--- src/rtl/mem_responder.sv ---
// mem_responder: target end of the MRD/MWR strobe memory interface.
// Wait-state stall, one-cycle RDY, protocol error pulses, access counter.
module mem_responder #(
  parameter int ADDR_W      = 7,
  parameter int DATA_W      = 16,
  parameter int WAIT_STATES = 1,
  parameter bit ALT_CHECK   = 1'b1
) (
  input  logic              CLK,
  input  logic              RST_N,
  input  logic              MRD,
  input  logic              MWR,
  input  logic [ADDR_W-1:0] ADDR,
  input  logic [DATA_W-1:0] DATA_IN,
  output logic [DATA_W-1:0] DATA_OUT,
  output logic              DATA_OE,
  output logic              RDY,
  output logic              ERR_COLL,
  output logic              ERR_ABORT,
  output logic              SEQ_ERR,
  output logic [15:0]       ACC_CNT
);

  localparam int         DEPTH = 1 << ADDR_W;
  localparam logic [3:0] WS    = 4'(WAIT_STATES);

  typedef enum logic [1:0] {
    S_IDLE,
    S_WAIT,
    S_ACCESS,
    S_HOLD
  } state_t;

  typedef enum logic [1:0] {
    T_NONE,
    T_RD,
    T_WR
  } acc_t;

  logic [DATA_W-1:0] mem [DEPTH];

  state_t            state, state_d;
  logic [3:0]        cnt, cnt_d;
  logic [ADDR_W-1:0] addr_q, addr_d;
  acc_t              typ_q, typ_d;
  acc_t              last_q, last_d;

  logic rdy_d, coll_d, abort_d, seq_d, oe_d;
  logic rd_en, wr_en, drop;

  // latched strobe lost or opposite strobe raised while stalling
  assign drop = (typ_q == T_RD) ? (!MRD || MWR)
                                : (!MWR || MRD);

  // next-state, pulse and enable decode
  always_comb begin
    state_d = state;
    cnt_d   = cnt;
    addr_d  = addr_q;
    typ_d   = typ_q;
    last_d  = last_q;
    rdy_d   = 1'b0;
    coll_d  = 1'b0;
    abort_d = 1'b0;
    seq_d   = 1'b0;
    oe_d    = DATA_OE;
    rd_en   = 1'b0;
    wr_en   = 1'b0;
    unique case (state)
      S_IDLE: begin
        unique case (1'b1)
          (MRD && MWR): begin
            coll_d  = 1'b1;
            state_d = S_HOLD;
          end
          (MRD ^ MWR): begin
            addr_d  = ADDR;
            typ_d   = MRD ? T_RD : T_WR;
            cnt_d   = WS;
            state_d = (WS == 4'd0) ? S_ACCESS
                                   : S_WAIT;
          end
          default: ;
        endcase
      end
      S_WAIT: begin
        if (drop) begin
          abort_d = 1'b1;
          state_d = S_IDLE;
        end else begin
          cnt_d = cnt - 4'd1;
          if (cnt == 4'd1) begin
            state_d = S_ACCESS;
          end
        end
      end
      S_ACCESS: begin
        rdy_d   = 1'b1;
        rd_en   = (typ_q == T_RD);
        wr_en   = (typ_q == T_WR);
        oe_d    = (typ_q == T_RD) || DATA_OE;
        seq_d   = ALT_CHECK && (last_q == typ_q);
        last_d  = typ_q;
        state_d = S_HOLD;
      end
      S_HOLD: begin
        if (!MRD && !MWR) begin
          oe_d    = 1'b0;
          state_d = S_IDLE;
        end
      end
      default: state_d = S_IDLE;
    endcase
  end

  // control state, pulses and saturating access counter
  always_ff @(posedge CLK) begin
    if (!RST_N) begin
      state     <= S_IDLE;
      cnt       <= '0;
      addr_q    <= '0;
      typ_q     <= T_NONE;
      last_q    <= T_NONE;
      RDY       <= 1'b0;
      ERR_COLL  <= 1'b0;
      ERR_ABORT <= 1'b0;
      SEQ_ERR   <= 1'b0;
      DATA_OE   <= 1'b0;
      ACC_CNT   <= '0;
    end else begin
      state     <= state_d;
      cnt       <= cnt_d;
      addr_q    <= addr_d;
      typ_q     <= typ_d;
      last_q    <= last_d;
      RDY       <= rdy_d;
      ERR_COLL  <= coll_d;
      ERR_ABORT <= abort_d;
      SEQ_ERR   <= seq_d;
      DATA_OE   <= oe_d;
      if (rdy_d && (ACC_CNT != 16'hFFFF)) begin
        ACC_CNT <= ACC_CNT + 16'd1;
      end
    end
  end

  // read data register, loaded on the access edge
  always_ff @(posedge CLK) begin
    if (!RST_N) begin
      DATA_OUT <= '0;
    end else if (rd_en) begin
      DATA_OUT <= mem[addr_q];
    end
  end

  // storage array; contents survive reset, commit suppressed by it
  always_ff @(posedge CLK) begin
    if (RST_N && wr_en) begin
      mem[addr_q] <= DATA_IN;
    end
  end

endmodule

--- config.mk ---
export PLATFORM = sky130hd
export DESIGN_NAME = mem_responder
export DESIGN_NICKNAME = d
export VERILOG_FILES = /design/src/rtl/mem_responder.sv
export SDC_FILE = /design/constraint.sdc
export NUM_CORES = 2
export LEC_CHECK = 0
export CORE_ASPECT_RATIO = 0.8
export CORE_MARGIN = 2
export CORE_UTILIZATION = 40
export CTS_BUF_LIST = sky130_fd_sc_hd__clkbuf_8
export DETAILED_ROUTE_END_ITERATION = 8
export DONT_BUFFER_PORTS = 1
export SLEW_MARGIN = 20
export SYNTH_ARGS = -nofsm -noshare
export SYNTH_HDL_FRONTEND = slang
export SYNTH_SLANG_ARGS = --single-unit
export TNS_END_PERCENT = 10
--- constraint.sdc ---
create_clock -name CLK -period 2.7 [get_ports CLK]
set_input_delay 0.54 -clock CLK [delete_from_list [all_inputs] [get_ports CLK]]
set_output_delay 0.54 -clock CLK [all_outputs]
set_load 0.03 [all_outputs]
### Word-level counts from Yosys, hierarchy flattened

Memory sizes are Yosys's and may differ from the RTL's. A register that Yosys moved wholly into a read port is not among the register bits.
Cells that the tools add are included.

| word-level totals | value |
|---|---|
| register bits after elaboration | 38 |
| RAM bits | 2,048 |
| input bits | 27 |
| output and inout port bits | 37 |
| logic and storage cells | 67 |
| memories | 1 |

| operators by class | value |
|---|---|
| add/sub/neg operators | 2 |
| equal/unequal tests | 13 |
| multiplexer cells | 19 |
| bitwise gates (word level) | 1 |
| reductions and logical operators | 20 |

Memory list:

| memory | words | width | rd ports | clocked after Yosys merged registers in | wr ports | RTL line | RTL |
|---|---|---|---|---|---|---|---|
| mem | 128 | 16 | 1 | 1 | 1 | 40 | `logic [DATA_W-1:0] mem [DEPTH];` |

Operators with widths:

| operator | count |
|---|---|
| $add 16x1->16 const B | 1 |
| $ne 16x16->1 const B | 1 |
| $reduce_and 2->1 | 5 |
| $mux 1 | 9 |
| $mux 2 | 4 |
| $mux 4 | 2 |
| $pmux 2 s4 | 1 |
| $pmux 4 s2 | 1 |
| $eq 2x2->1 const B | 3 |
| $ne 2x2->1 const B | 3 |
| $ne 3x3->1 const B | 2 |
| $reduce_and 3->1 | 2 |
| $eq 2x1->1 const B | 2 |
| $eq 4x1->1 const B | 1 |
| $logic_and 1x1->1 | 4 |
| $pmux 2 s2 | 1 |
| $reduce_bool 2->1 | 2 |
| $sub 4x1->4 const B | 1 |
| $logic_not 1->1 | 3 |
| $logic_or 1x1->1 | 3 |
| $eq 2x2->1 | 1 |
| $logic_not 2->1 | 1 |
| $pmux 1 s2 | 1 |
| $xor 1x1->1 | 1 |

### Longest topological paths before layout

| logic depth | value |
|---|---|
| depth in word-level cells | 5 |
| mapped depth | 13 |
| mapped depth without buffers | 7 |

### Worst setup path before layout

Ideal clock, no wire load.

| path | value |
|---|---|
| path type | register to register |
| start point | register addr_q[2] |
| end point | memory mem[37][0], enable pin |
| setup time | 0.388 ns |
| arrival time | 2.600 ns |
| data required time | 2.312 ns |
| setup slack | -0.288 ns |
| stages on the path, launching flop included | 11 |
| path through | dfxtp_1 buf_2 buf_6 buf_6 buf_2 buf_4 buf_2 buf_2 nand3_1 buf_2 nor2_1 |

RTL lines:

| element | RTL line | RTL |
|---|---|---|
| from (decl) | 44 | `logic [ADDR_W-1:0] addr_q, addr_d;` |
| from (signal assigned) | 133 | `addr_q <= addr_d;` |
| to (decl) | 40 |  |

Straight into the memory's write port.

==> impl_metrics.csv <==
group,metric,value,unit
floorplanning,die_w,506.7,um
route,drc,0,
floorplanning,die_height,406.2,um
route,post_drt_wl_per_cell,30.91,um
clocking,clockBufferDepth,4,
clocking,clkLatencyLatePin,1.03,ns
critical_path,crit_fanout,16,
sta,finalMaxSlewViolations,0,
global_routing,grt_first_pass_wirelength,349600,um
logic_synthesis,netlist_area,80870,um^2
logic_synthesis,ys_async_sr_fraction,0,
floorplanning,rows,147,
finish,fin_nets,5110,
clocking,cts_tree,"built",
finish,drive_above_1_share,0.2991,
clocking,cts_buffers,339,
floorplanning,io_pins,64,
finish,layout_commonest_cell,"edfxtp_1",
sta,fin_crit,2.820,ns
placement,placedCellCount,7292,
power,irDropWorstVdd,0.4779,mV
critical_path,timing.rr.start,"addr_q[2]",
critical_path,crit_required,3.67,ns
worst_hold_path,min_path_type,"in -> reg",
run,maxCapViolations,0,
logic_synthesis,synth_edf_count,2048,
placement,dp_hpwl,148400,um
sta,finalWorstSetupSlack,-0.1195,ns
route,vias,47520,
placement,place.port_buffers,0,
critical_path,critPathKind,"reg -> reg",
sta,rsz0062_at_grt,"true",
clocking,clk_pin_slew,0.06,ns
route,antenna_left,0,
floorplanning,initial_core_util,0.4026,
sta,tightest_slew,1.083,ns
critical_path,critPathLaunchType,"flip-flop",
placement,dp_slack,-0.6508,ns
sta,setup_violations,5,
clocking,cts.sinks,2102,
logic_synthesis,syn_nets,4302,
logic_synthesis,seq_area_frac_synth,0.7738,
logic_synthesis,yosys_warnings,0,
route,dr.pass1.iters,5,
route,totalWireLength,247600,um
floorplanning,die_area,205800,um^2
global_routing,grt_usage,0.2384,
finish,final_cell_mix,"2048 x edfxtp_1, 464 x buf_4, 346 x clkbuf_8",
power,power_density,682.5,nW/um^2
route,first_iter_violations,7061,
finish,multiInputGateArea,17380,um^2
finish,fillCellCount,16610,
global_routing,antenna_found_initial,10,
finish,layout.cells.non_filler,8009,
finish,regArea,62600,um^2
clocking,ctsRootBufferMaster,"clkbuf_8",
sta,period_share,1.044,
critical_path,end_kind,"flip-flop",
clocking,htree_levels,5,
worst_hold_path,min_from,"RST_N",
sta,hold_ws,0.2273,ns
global_routing,overflow,0,
finish,final_cell_area,98330,um^2
floorplanning,core,200800,um^2
placement,place.gp.congestion,0.9032,
status,violations,"setup timing",
placement,dpl_cell_area,90010,um^2
global_routing,grt_pass1_vias,46010,
power,leakagePower,31.82,nW
critical_path,worstPathArrival,3.79,ns
route,vias_per_cell,5.933,
logic_synthesis,ys_ff_latch,2102,
global_routing,grt_max_degree,129,
status,status,"finished with violations",
logic_synthesis,synthDistinctLibCells,74,
logic_synthesis,syn_inst,4268,
critical_path,cp-startpoint,"addr_q[2]",
logic_synthesis,syn_area_per_cell,18.95,um^2
logic_synthesis,ys.flop_type,"edfxtp_1",
sta,timing.final.hold_violations,0,
sta,fmax,354.7,MHz
finish,syn2layout_area_growth,21.59,%
sta,maxSlewHeadroom,0.2783,
sta,clock_skew,0.09297,ns
## flip-flops by register name, indices dropped and copies added (netlist names), 2 cells and up
signal    count
last_q        2
DATA_OUT     16
typ_q         2
mem        2048
state         2
ACC_CNT      16
addr_q        7
cnt           4
## through the flow
| stage | util | power (W) | TNS [ns] |
|---|---|---|---|
| 6_report | 0.4896 | 0.06711 | -0.2145 |
| 5_1_grt | 0.4896 | 0.06912 | -0.7844 |
| 4_1_cts | 0.4870 | 0.06725 | -0.4130 |
| 3_5_place_dp | 0.4482 | 0.04187 | -8.470 |
| 3_3_place_gp | 0.4482 | 0.04186 | -3.986 |
| 2_1_floorplan | - | 0.03931 | -111.81 |
## per-layer routing
metal | track usage | vias to the layer above | part of all wire
met5 | 0 | - | 0.000036
met4 | 0.07217 | 2 | 0.029
met3 | 0.05939 | 435 | 0.12
met2 | 0.3416 | 2933 | 0.43
met1 | 0.3579 | 24790 | 0.42
li1 | - | 19360 | -
## repair_timing
item | 4_1_cts | 5_1_grt
pin swaps | 13 | 14
endpoints found under the setup margin | 114 | 31
gates cloned | 13 | 2
hold buffers | 45 | 0
resized for setup | 109 | 47
endpoints found under the hold margin | 2102 | 0
setup buffers | 38 | 27
## path summary, 6_finish.rpt
check | endpoint | slack (ns) | cells past startpoint
worst max register to register | DATA_OUT[0] | -0.12 | 9
worst min-delay path | typ_q[1] | 0.23 | 3
worst max-delay path | DATA_OUT[0] | -0.12 | 9
worst min register to register | typ_q[0] | 0.54 | 2
## area by class of cell
cell class	count	share of cell area
flip-flops and latches	2102	0.6366
multi-input cells	1872	0.1768
repair buffers	748	0.09285
clock buffers	346	0.04843
well taps	2682	0.03413
clock inverters	241	0.01050
inverters	13	0.0005726
diodes	5	0.0001272
## critical path: stages, from the launching register on
cell and delay, ns:
dfxtp_4 0.45, buf_12 0.17, and2_4 0.18, buf_12 0.17, a22oi_1 0.12, o211ai_1 0.50
o21ai_0 0.28, or4_4 0.53, a31oi_1 0.20, or3_1 0.13
## synthesized netlist by cell type, types with 18 or more instances
master | number | area (um^2)
a221o_1 | 56 | 560.5
o211ai_1 | 20 | 150.1
nor2_1 | 238 | 893.4
nand2_1 | 234 | 878.3
a31oi_1 | 45 | 281.5
o21ai_0 | 129 | 645.6
a22o_1 | 24 | 210.2
and3_1 | 18 | 112.6
a221oi_1 | 202 | 1769
mux2_2 | 63 | 709.4
and2_1 | 22 | 137.6
mux4_2 | 283 | 6374
edfxtp_1 | 2048 | 61500
a211oi_1 | 19 | 142.6
clkbuf_1 | 87 | 326.6
mux2i_1 | 89 | 890.9
a2111oi_0 | 21 | 183.9
buf_2 | 107 | 535.5
a22oi_1 | 83 | 623.1
a21oi_1 | 96 | 480.5
o221ai_1 | 19 | 166.4
dfxtp_1 | 54 | 1081
nand3_1 | 31 | 155.2
buf_4 | 54 | 405.4
nor3_1 | 18 | 90.09
## power breakdown
| part | leakage [nW] | switching (W) | internal, W |
|---|---|---|---|
| registers | 18.8 | 0.000101 | 0.0358 |
| logic | 9.55 | 0.00394 | 0.00275 |
| clock network | 3.42 | 0.0125 | 0.0120 |
| total | 31.8 | 0.0165 | 0.0506 |
## cell families after synthesis
family | after synthesis | share of synthesized area
buf+inv | 294 | 0.01934
simple gates | 627 | 0.03354
flops | 2102 | 0.7738
fa+ha+maj | 7 | 0.001083
xor+xnor | 16 | 0.001733
compound gates | 783 | 0.07130
mux | 439 | 0.09916
Power figures use the tool's default switching activity.
